`src/rtl/reg_arb_pkg.sv`:
```
// Shared constants and helpers for the round-robin write arbiter.
// Build option ARB_LOCK_EN (see reg_bank_write_arbiter.sv) adds the lock input.
package reg_arb_pkg;

  localparam int NUM_REQ_DEF = 4;
  localparam int DATA_W_DEF  = 8;
  localparam int CNT_W_DEF   = 16;
  localparam int MAX_REQ     = 8;

  // Index width that never collapses to zero bits for small n.
  function automatic int idx_w(input int n);
    int w;
    w = $clog2(n);
    return (w < 1) ? 1 : w;
  endfunction

  function automatic logic [MAX_REQ-1:0] onehot(input int unsigned idx);
    logic [MAX_REQ-1:0] v;
    v = '0;
    v[idx[2:0]] = 1'b1;
    return v;
  endfunction

endpackage

```
`src/rtl/reg_bank_write_arbiter_rr_pick.sv`:
```
// Combinational round-robin picker: first requesting index at or after ptr,
// wrapping modulo NUM_REQ.
module rr_pick
  import reg_arb_pkg::*;
#(
  parameter int NUM_REQ = NUM_REQ_DEF,
  parameter int IW      = idx_w(NUM_REQ)
) (
  input  logic [NUM_REQ-1:0] req,
  input  logic [IW-1:0]      ptr,
  output logic [IW-1:0]      winner,
  output logic               any,
  output logic [NUM_REQ-1:0] grant
);

  logic [MAX_REQ-1:0] oh;

  always_comb begin
    int idx;
    winner = '0;
    // Scan from farthest to nearest so the nearest requester is assigned last.
    for (int k = NUM_REQ - 1; k >= 0; k--) begin
      idx = int'(ptr) + k;
      if (idx >= NUM_REQ) idx = idx - NUM_REQ;
      if (req[idx]) winner = IW'(idx);
    end
  end

  always_comb begin
    any = |req;
    oh  = onehot(int'(winner));
    grant = any ? oh[NUM_REQ-1:0] : '0;
  end

endmodule

```
`src/rtl/reg_bank_write_arbiter.sv`:
```
// Shared q/qbar register written by NUM_REQ round-robin requesters, with write counter.
// Define ARB_LOCK_EN to add the lock input that lets a winner keep priority for bursts.
module reg_bank_write_arbiter
  import reg_arb_pkg::*;
#(
  parameter int NUM_REQ = NUM_REQ_DEF,
  parameter int DATA_W  = DATA_W_DEF,
  parameter int CNT_W   = CNT_W_DEF,
  parameter int IW      = idx_w(NUM_REQ)
) (
  input  logic                      clk,
  input  logic                      reset,
  input  logic [NUM_REQ-1:0]        req,
  input  logic [NUM_REQ*DATA_W-1:0] wdata,
`ifdef ARB_LOCK_EN
  input  logic [NUM_REQ-1:0]        lock,
`endif
  output logic [NUM_REQ-1:0]        grant,
  output logic [DATA_W-1:0]         q,
  output logic [DATA_W-1:0]         qbar,
  output logic                      wr_valid,
  output logic [IW-1:0]             wr_src,
  output logic [CNT_W-1:0]          wr_count
);

  logic [IW-1:0]      ptr;
  logic [IW-1:0]      winner;
  logic               any;
  logic [NUM_REQ-1:0] pick_grant;
  logic [DATA_W-1:0]  win_data;
  logic [IW-1:0]      ptr_next;
  logic               hold_ptr;

  rr_pick #(.NUM_REQ(NUM_REQ), .IW(IW)) u_pick (
    .req    (req),
    .ptr    (ptr),
    .winner (winner),
    .any    (any),
    .grant  (pick_grant)
  );

  always_comb begin
    grant    = reset ? '0 : pick_grant;
    win_data = wdata[winner*DATA_W +: DATA_W];
`ifdef ARB_LOCK_EN
    hold_ptr = lock[winner];
`else
    hold_ptr = 1'b0;
`endif
    if (hold_ptr)
      ptr_next = winner;
    else if (winner == IW'(NUM_REQ - 1))
      ptr_next = '0;
    else
      ptr_next = winner + 1'b1;
  end

  always_ff @(posedge clk) begin
    if (reset) begin
      ptr      <= '0;
      q        <= '0;
      qbar     <= '1;
      wr_valid <= 1'b0;
      wr_src   <= '0;
      wr_count <= '0;
    end else if (any) begin
      ptr      <= ptr_next;
      q        <= win_data;
      qbar     <= ~win_data;
      wr_valid <= 1'b1;
      wr_src   <= winner;
      if (wr_count != '1) wr_count <= wr_count + 1'b1;
    end else begin
      wr_valid <= 1'b0;
    end
  end

endmodule
```
`config.mk`:
```
export PLATFORM = sky130hd
export DESIGN_NAME = reg_bank_write_arbiter
export DESIGN_NICKNAME = d
export VERILOG_FILES = /design/src/rtl/reg_arb_pkg.sv /design/src/rtl/reg_bank_write_arbiter_rr_pick.sv /design/src/rtl/reg_bank_write_arbiter.sv
export SDC_FILE = /design/constraint.sdc
export NUM_CORES = 1
export LEC_CHECK = 0
export BUFFER_PORTS_ARGS = -buffer_cell sky130_fd_sc_hd__buf_4
export CAP_MARGIN = 15
export CORE_MARGIN = 8
export CORE_UTILIZATION = 53
export DETAILED_ROUTE_END_ITERATION = 16
export PLACE_DENSITY_LB_ADDON = 0.2
export SYNTH_ARGS = -nofsm -noshare
export SYNTH_HDL_FRONTEND = slang
export SYNTH_SLANG_ARGS = --single-unit
```
`constraint.sdc`:
```
create_clock -name clk -period 2.9 [get_ports clk]
set_input_delay 0.58 -clock clk [delete_from_list [all_inputs] [get_ports clk]]
set_output_delay 0.58 -clock clk [all_outputs]
set_load 0.005 [all_outputs]
```
==> run metrics, run 1 <==
status=complete, no violations; total CTS buffers=5; initial DRC count=158; Crit path largest cell delay=~500 ps; vias in the first global route=just over 2000; GRT Total Usage=18.8%; post-route setup slack=269 ps; hold buffers post-CTS=0; largest net degree at the start of global routing=27; cts repair resizes=0; Placed Instance Area=0.00267 mm^2; Hold Fails Final Rpt=0; IO buf count=76; placed cell count=350; Sw Pwr=about 0.46 mW; Buf/Inv on CP=2; Comb power frac=a little under 30%; chip height=between 70 and 80 um; routed wire length=about 5900 um; worst slack at placement=312 ps; fin util=between 70% and 80%; Setup Fix Bufs, Post-CTS=0; post-route setup TNS=0 ps; kind of critical path=reg -> out; critical path launch point type=flop; area fraction of the dominant cell type after synthesis=roughly 36%; crit-path cells=nand2_2 -> a211o_2 -> nand2_4 -> inv_6 -> ha_1 -> and3_1 -> buf_4; Yosys reg bits=37; CTS Root Cell=clkbuf_8; critical path arrival=2050 ps; ranking of synthesized cells by area=dfxtp_1 36%, nor2_1 4.4%, mux2i_1 3.9%; Setup crit end kind=output pin; total power draw=between 1.5 and 2 mW; PwrDens=539 mW/mm^2; Slew Limit Headroom=approximately two thirds; layout cells sized above 1=a little over a third; std cell rows=22; DRT Pass-1 Iters=4; routed vias/inst=around 5.8; DIE AREA=just over 0.006 mm^2; async set-or-reset flop fraction in the synthesized netlist=0%; post-layout min period=around 2600 ps; grt total ovfl=0; starting density of the core=55.6%; sw frac=between 30 and 40%; DRC=0; worst skew pair latency=300 ps; gpl congestion=0.852; syn nets=273; CTS Sinks=37; fin crit share=90.7%; Post-Synthesis Cell Area=roughly 0.0021 mm^2; Syn Area/Cell=slightly below 9 um^2; initial antenna violation count=0; Final #Nets=352; sequential-to-total area share from yosys stat=between 30% and 40%; RSZ-0062 raised after global routing=false; diode count=0; count of final max-slew check failures=0; H-tree depth=2; Worst-Margin Slew=491 ps; Clock Path Buffers=2; Top FF cell, synth=dfxtp_1; DRT antenna net count=0; Max Fanout on Critical Path=8; final std cells w/o fill=358; Yosys top cell by area=dfxtp_1; Worst-path clk slew=around 80 ps; f_max=around 0.38 GHz; Final Skew=~8 ps; Yosys cell types=between 50 and 60; Sequential Power Share=40.8%; max-cap violation count=0; cells after synthesis=230; CP delay by family, top=flip-flops; static leakage=about 1.2 nW; CTS tree=built; worst vdd ir=roughly 0.47 mV; YS warnings=0; P&R area growth vs syn=35.9%; first-pass GRT wire length=~9600 um; Routed wire per std cell=roughly 16 um; dpl hpwl=4420 um; number of synthesized flops with an enable pin=0; worst min path class=reg -> reg; final hold slack=468 ps; die width=78.2 um; Via Count=approximately 2100; Data required, critical path=about 2300 ps; clock group share of total power=30.3%; Finish-stage setup viols=0; IO Pins=a little under 80; CP max-delay cell=dfxtp_1; internal power=between 1 and 1.5 mW; core area=between 0.003 and 0.004 mm^2; Finished Cell Area=approximately 0.0028 mm^2
[power groups by stage]
stage	Clock [mW]	Combinational, mW	Sequential, mW
final	0.456	0.434	0.613
after global routing	0.483	0.471	0.621
after CTS	0.463	0.434	0.612
after detailed placement	0	0.432	0.622
after global placement	0	0.422	0.621
after floorplan	0	0.233	0.621
[final cells by class]
class                           instances  area [um^2]
Multi-Input combinational cell        180         1250
Fill cell                             299          901
Sequential cell                        37          741
Timing Repair Buffer                   79          593
Clock buffer                            5         68.8
Tap cell                               48         60.1
Clock inverter                          3         46.3
Inverter                                6         27.5
[registers in the layout, indices dropped and copies added, names as in the netlist]
register	count
wr_count	16
q	8
qbar	8
ptr	2
wr_src	2
wr_valid	1
[synthesized netlist by cell type (5+ instances only)]
master	instances
inv_1	5
dfxtp_1	37
nand2_1	14
a211oi_1	10
mux2i_1	8
nor2_1	24
nand3_1	13
nor3_1	13
o21ai_1	7
a31o_1	6
a221o_1	6
and3_1	6
o21ai_0	5
ha_1	5
a21oi_1	6
xnor2_1	7
[per-layer routing]
metal | wire length [um] | GRT usage, %
met3 | 416 | 5.69
met2 | 2760 | 31.0
met4 | 76 | 5.93
met1 | 2610 | 22.9
met5 | 0 | 0
[cell families after synthesis]
group	after synthesis	share of synthesized area, %
xor gates and xnor gates	8	3.41
buffers and inverters	13	2.93
AOI/OAI and AO/OA	60	22.8
and+or+nand+nor	99	27.8
muxes	8	3.90
adders and majority gates	5	3.05
DFF	37	36.1
[path summary, 6_finish.rpt]
check                            startpoint     endpoint  slack (ps)  depth (start not counted)
worst max register to register  wr_count[0]  wr_count[7]        1030                          6
worst max-delay path                 ptr[1]     grant[3]         270                          7
worst min register to register      qbar[7]      qbar[7]         470                          1
worst min-delay path                qbar[7]      qbar[7]         470                          1
[cell usage in the layout (no fill, tap or decap), types with 5 or more instances in the layout]
master    instances
mux2i_1           8
a31o_1            6
xnor2_1           7
nand3_1          13
inv_1             5
nor3_1           13
o21ai_0           5
dfxtp_1          37
buf_4            79
ha_1              5
clkbuf_8          5
a21oi_1           6
and3_1            6
a221o_1           6
o21ai_1           7
nand2_1          14
nor2_1           24
a211oi_1         10
Note: power is estimated with default switching activity, not from simulation.
==> run 2: changes to the inputs <==
Settings changed: PLACE_DENSITY set to 0.85, PLACE_DENSITY_LB_ADDON 0.2 to not set.
==> run 2 against run 1 <==
  * Final area shrank 1.0%
  * Critical path depth grew 1
  * Register-to-register slack gained 20 ps
  * Setup slack gained 30 ps
  * Clock skew shrank 0.72 ps
  * Critical endpoint unchanged
  * Largest cell class unchanged
==> run metrics, run 2 (synthesis gave the netlist of run 1 again) <==
crit-path cells=buf_4 -> and2b_1 -> a211o_2 -> nand2_4 -> inv_6 -> ha_1 -> and3_1 -> buf_4 (was nand2_2 -> a211o_2 -> nand2_4 -> inv_6 -> ha_1 -> and3_1 -> buf_4); post-route setup TNS=0 ps (unchanged); first-pass GRT wire length=9690 um (was 9630 um); cell mode on critical path=buf_4; die width=78.2 um (unchanged); fin crit share=89.7% (was 90.7%); initial DRC count=122 (was 158); status=complete, no violations (unchanged); GRT Total Usage=18.9% (was 18.8%); count of final max-slew check failures=0 (unchanged); worst min path class=reg -> reg (unchanged); max-cap violation count=0 (unchanged); DRT Pass-1 Iters=4 (unchanged); post-layout min period=2600 ps (was 2630 ps); biggest regs=wr_count: 16 flops, q: 8 flops, qbar: 8 flops (unchanged); Data required, critical path=2320 ps (about the same); PwrDens=508 mW/mm^2 (was 539 mW/mm^2); layout cells sized above 1=35.2% (unchanged); static leakage=1.16 nW (was 1.17 nW); DRC=0 (unchanged); highest-count cells in the layout ignoring fill and taps=79 x buf_4, 37 x dfxtp_1, 24 x nor2_1, 14 x nand2_1 (unchanged); Final Skew=7.31 ps (was 8.03 ps); worst skew pair latency=290 ps (was 300 ps); CP max-delay cell=a211o_2 (was dfxtp_1); starting density of the core=55.6% (unchanged); CTS Root Cell=clkbuf_8 (unchanged); f_max=0.384 GHz (was 0.380 GHz); final std cells w/o fill=358 (unchanged); Clock Path Buffers=2 (unchanged); gpl congestion=0.867 (was 0.852); placed cell count=350 (unchanged); CTS tree=built (unchanged); final hold slack=468 ps (about the same); core area=0.00369 mm^2 (unchanged); grt total ovfl=0 (unchanged); Routed wire per std cell=16.4 um (about the same); worst slack at placement=309 ps (was 312 ps); Finish-stage setup viols=0 (unchanged); std cell rows=22 (unchanged); kind of critical path=in -> out (was reg -> out); Slew Limit Headroom=63.3% (was 67.0%); most common cell after layout, fill and taps aside=buf_4 (unchanged); Worst-path clk slew=70 ps (was 80 ps); routed wire length=5860 um (was 5870 um); Setup crit end kind=output pin (unchanged); post-route setup slack=299 ps (was 269 ps); Via Count=2054 (was 2081); Top reg by flops=wr_count (unchanged); H-tree depth=2 (unchanged); chip height=78.2 um (unchanged); DIE AREA=0.00612 mm^2 (unchanged); routed vias/inst=5.74 (was 5.81); dpl hpwl=4490 um (was 4420 um); Setup Fix Bufs, Post-CTS=0 (unchanged); Worst-Margin Slew=547 ps (was 491 ps); total power draw=1.40 mW (was 1.50 mW); DRT antenna net count=0 (unchanged); hold buffers post-CTS=0 (unchanged); initial antenna violation count=0 (unchanged); cts repair resizes=0 (unchanged); largest net degree at the start of global routing=27 (unchanged); P&R area growth vs syn=34.5% (was 35.9%); max reg flops=16 (unchanged); IO Pins=77 (unchanged); Crit path largest cell delay=410 ps (was 500 ps); Max Fanout on Critical Path=8 (unchanged); critical path arrival=2020 ps (was 2050 ps); vias in the first global route=2057 (was 2050); CTS Sinks=37 (unchanged); total CTS buffers=5 (unchanged); IO buf count=76 (unchanged); RSZ-0062 raised after global routing=false (unchanged); Final #Nets=352 (unchanged); Hold Fails Final Rpt=0 (unchanged); critical path launch point type=input pin (was flop); diode count=0 (unchanged); worst vdd ir=0.476 mV (was 0.468 mV)
## run 2: layer usage
layer / vias up / part of all wire (%) / track usage, %
met4: 0 / 2.5 / 7.59
li1: 1028 / - / -
met1: 950 / 43 / 21.8
met5: - / 0 / 0
met3: 12 / 5.7 / 5.13
met2: 64 / 48 / 32.4
## run 2: report_power, final
group / internal [mW] / switching, mW / leakage (nW)
Combinational: 0.217 / 0.216 / 0.810
Clock: 0.166 / 0.190 / 0.0439
Sequential: 0.568 / 0.0434 / 0.305
## run 2: per-stage QoR
stage | area, um^2 | util (%)
after floorplan | 2050 | -
after global placement | 2670 | 72.5
after detailed placement | 2670 | 72.5
after CTS | 2760 | 74.8
after global routing | 2760 | 74.8
final | 2760 | 74.8
## run 2: worst paths after layout
kind | slack (ps) | cells past startpoint | from | endpoint
setup / recovery | 300 | 8 | req[2] | grant[3]
hold / removal | 470 | 1 | qbar[0] | qbar[0]
setup reg to reg | 1050 | 6 | ptr[1] | qbar[5]
hold reg to reg | 470 | 1 | qbar[0] | qbar[0]
## run 2: area by class of cell
type,instances,area [um^2]
Clock buffer,5,68.8
Tap cell,48,60.1
Fill cell,312,930
Clock inverter,3,17.5
Inverter,6,27.5
Multi-Input combinational cell,180,1250
Timing Repair Buffer,79,593
Sequential cell,37,741
## run 2: critical path, delay by kind of cell
family,cells,cell delay [ps]
simple gates,3,510
fa+ha+maj,1,180
compound gates,1,410
buf+inv,3,330
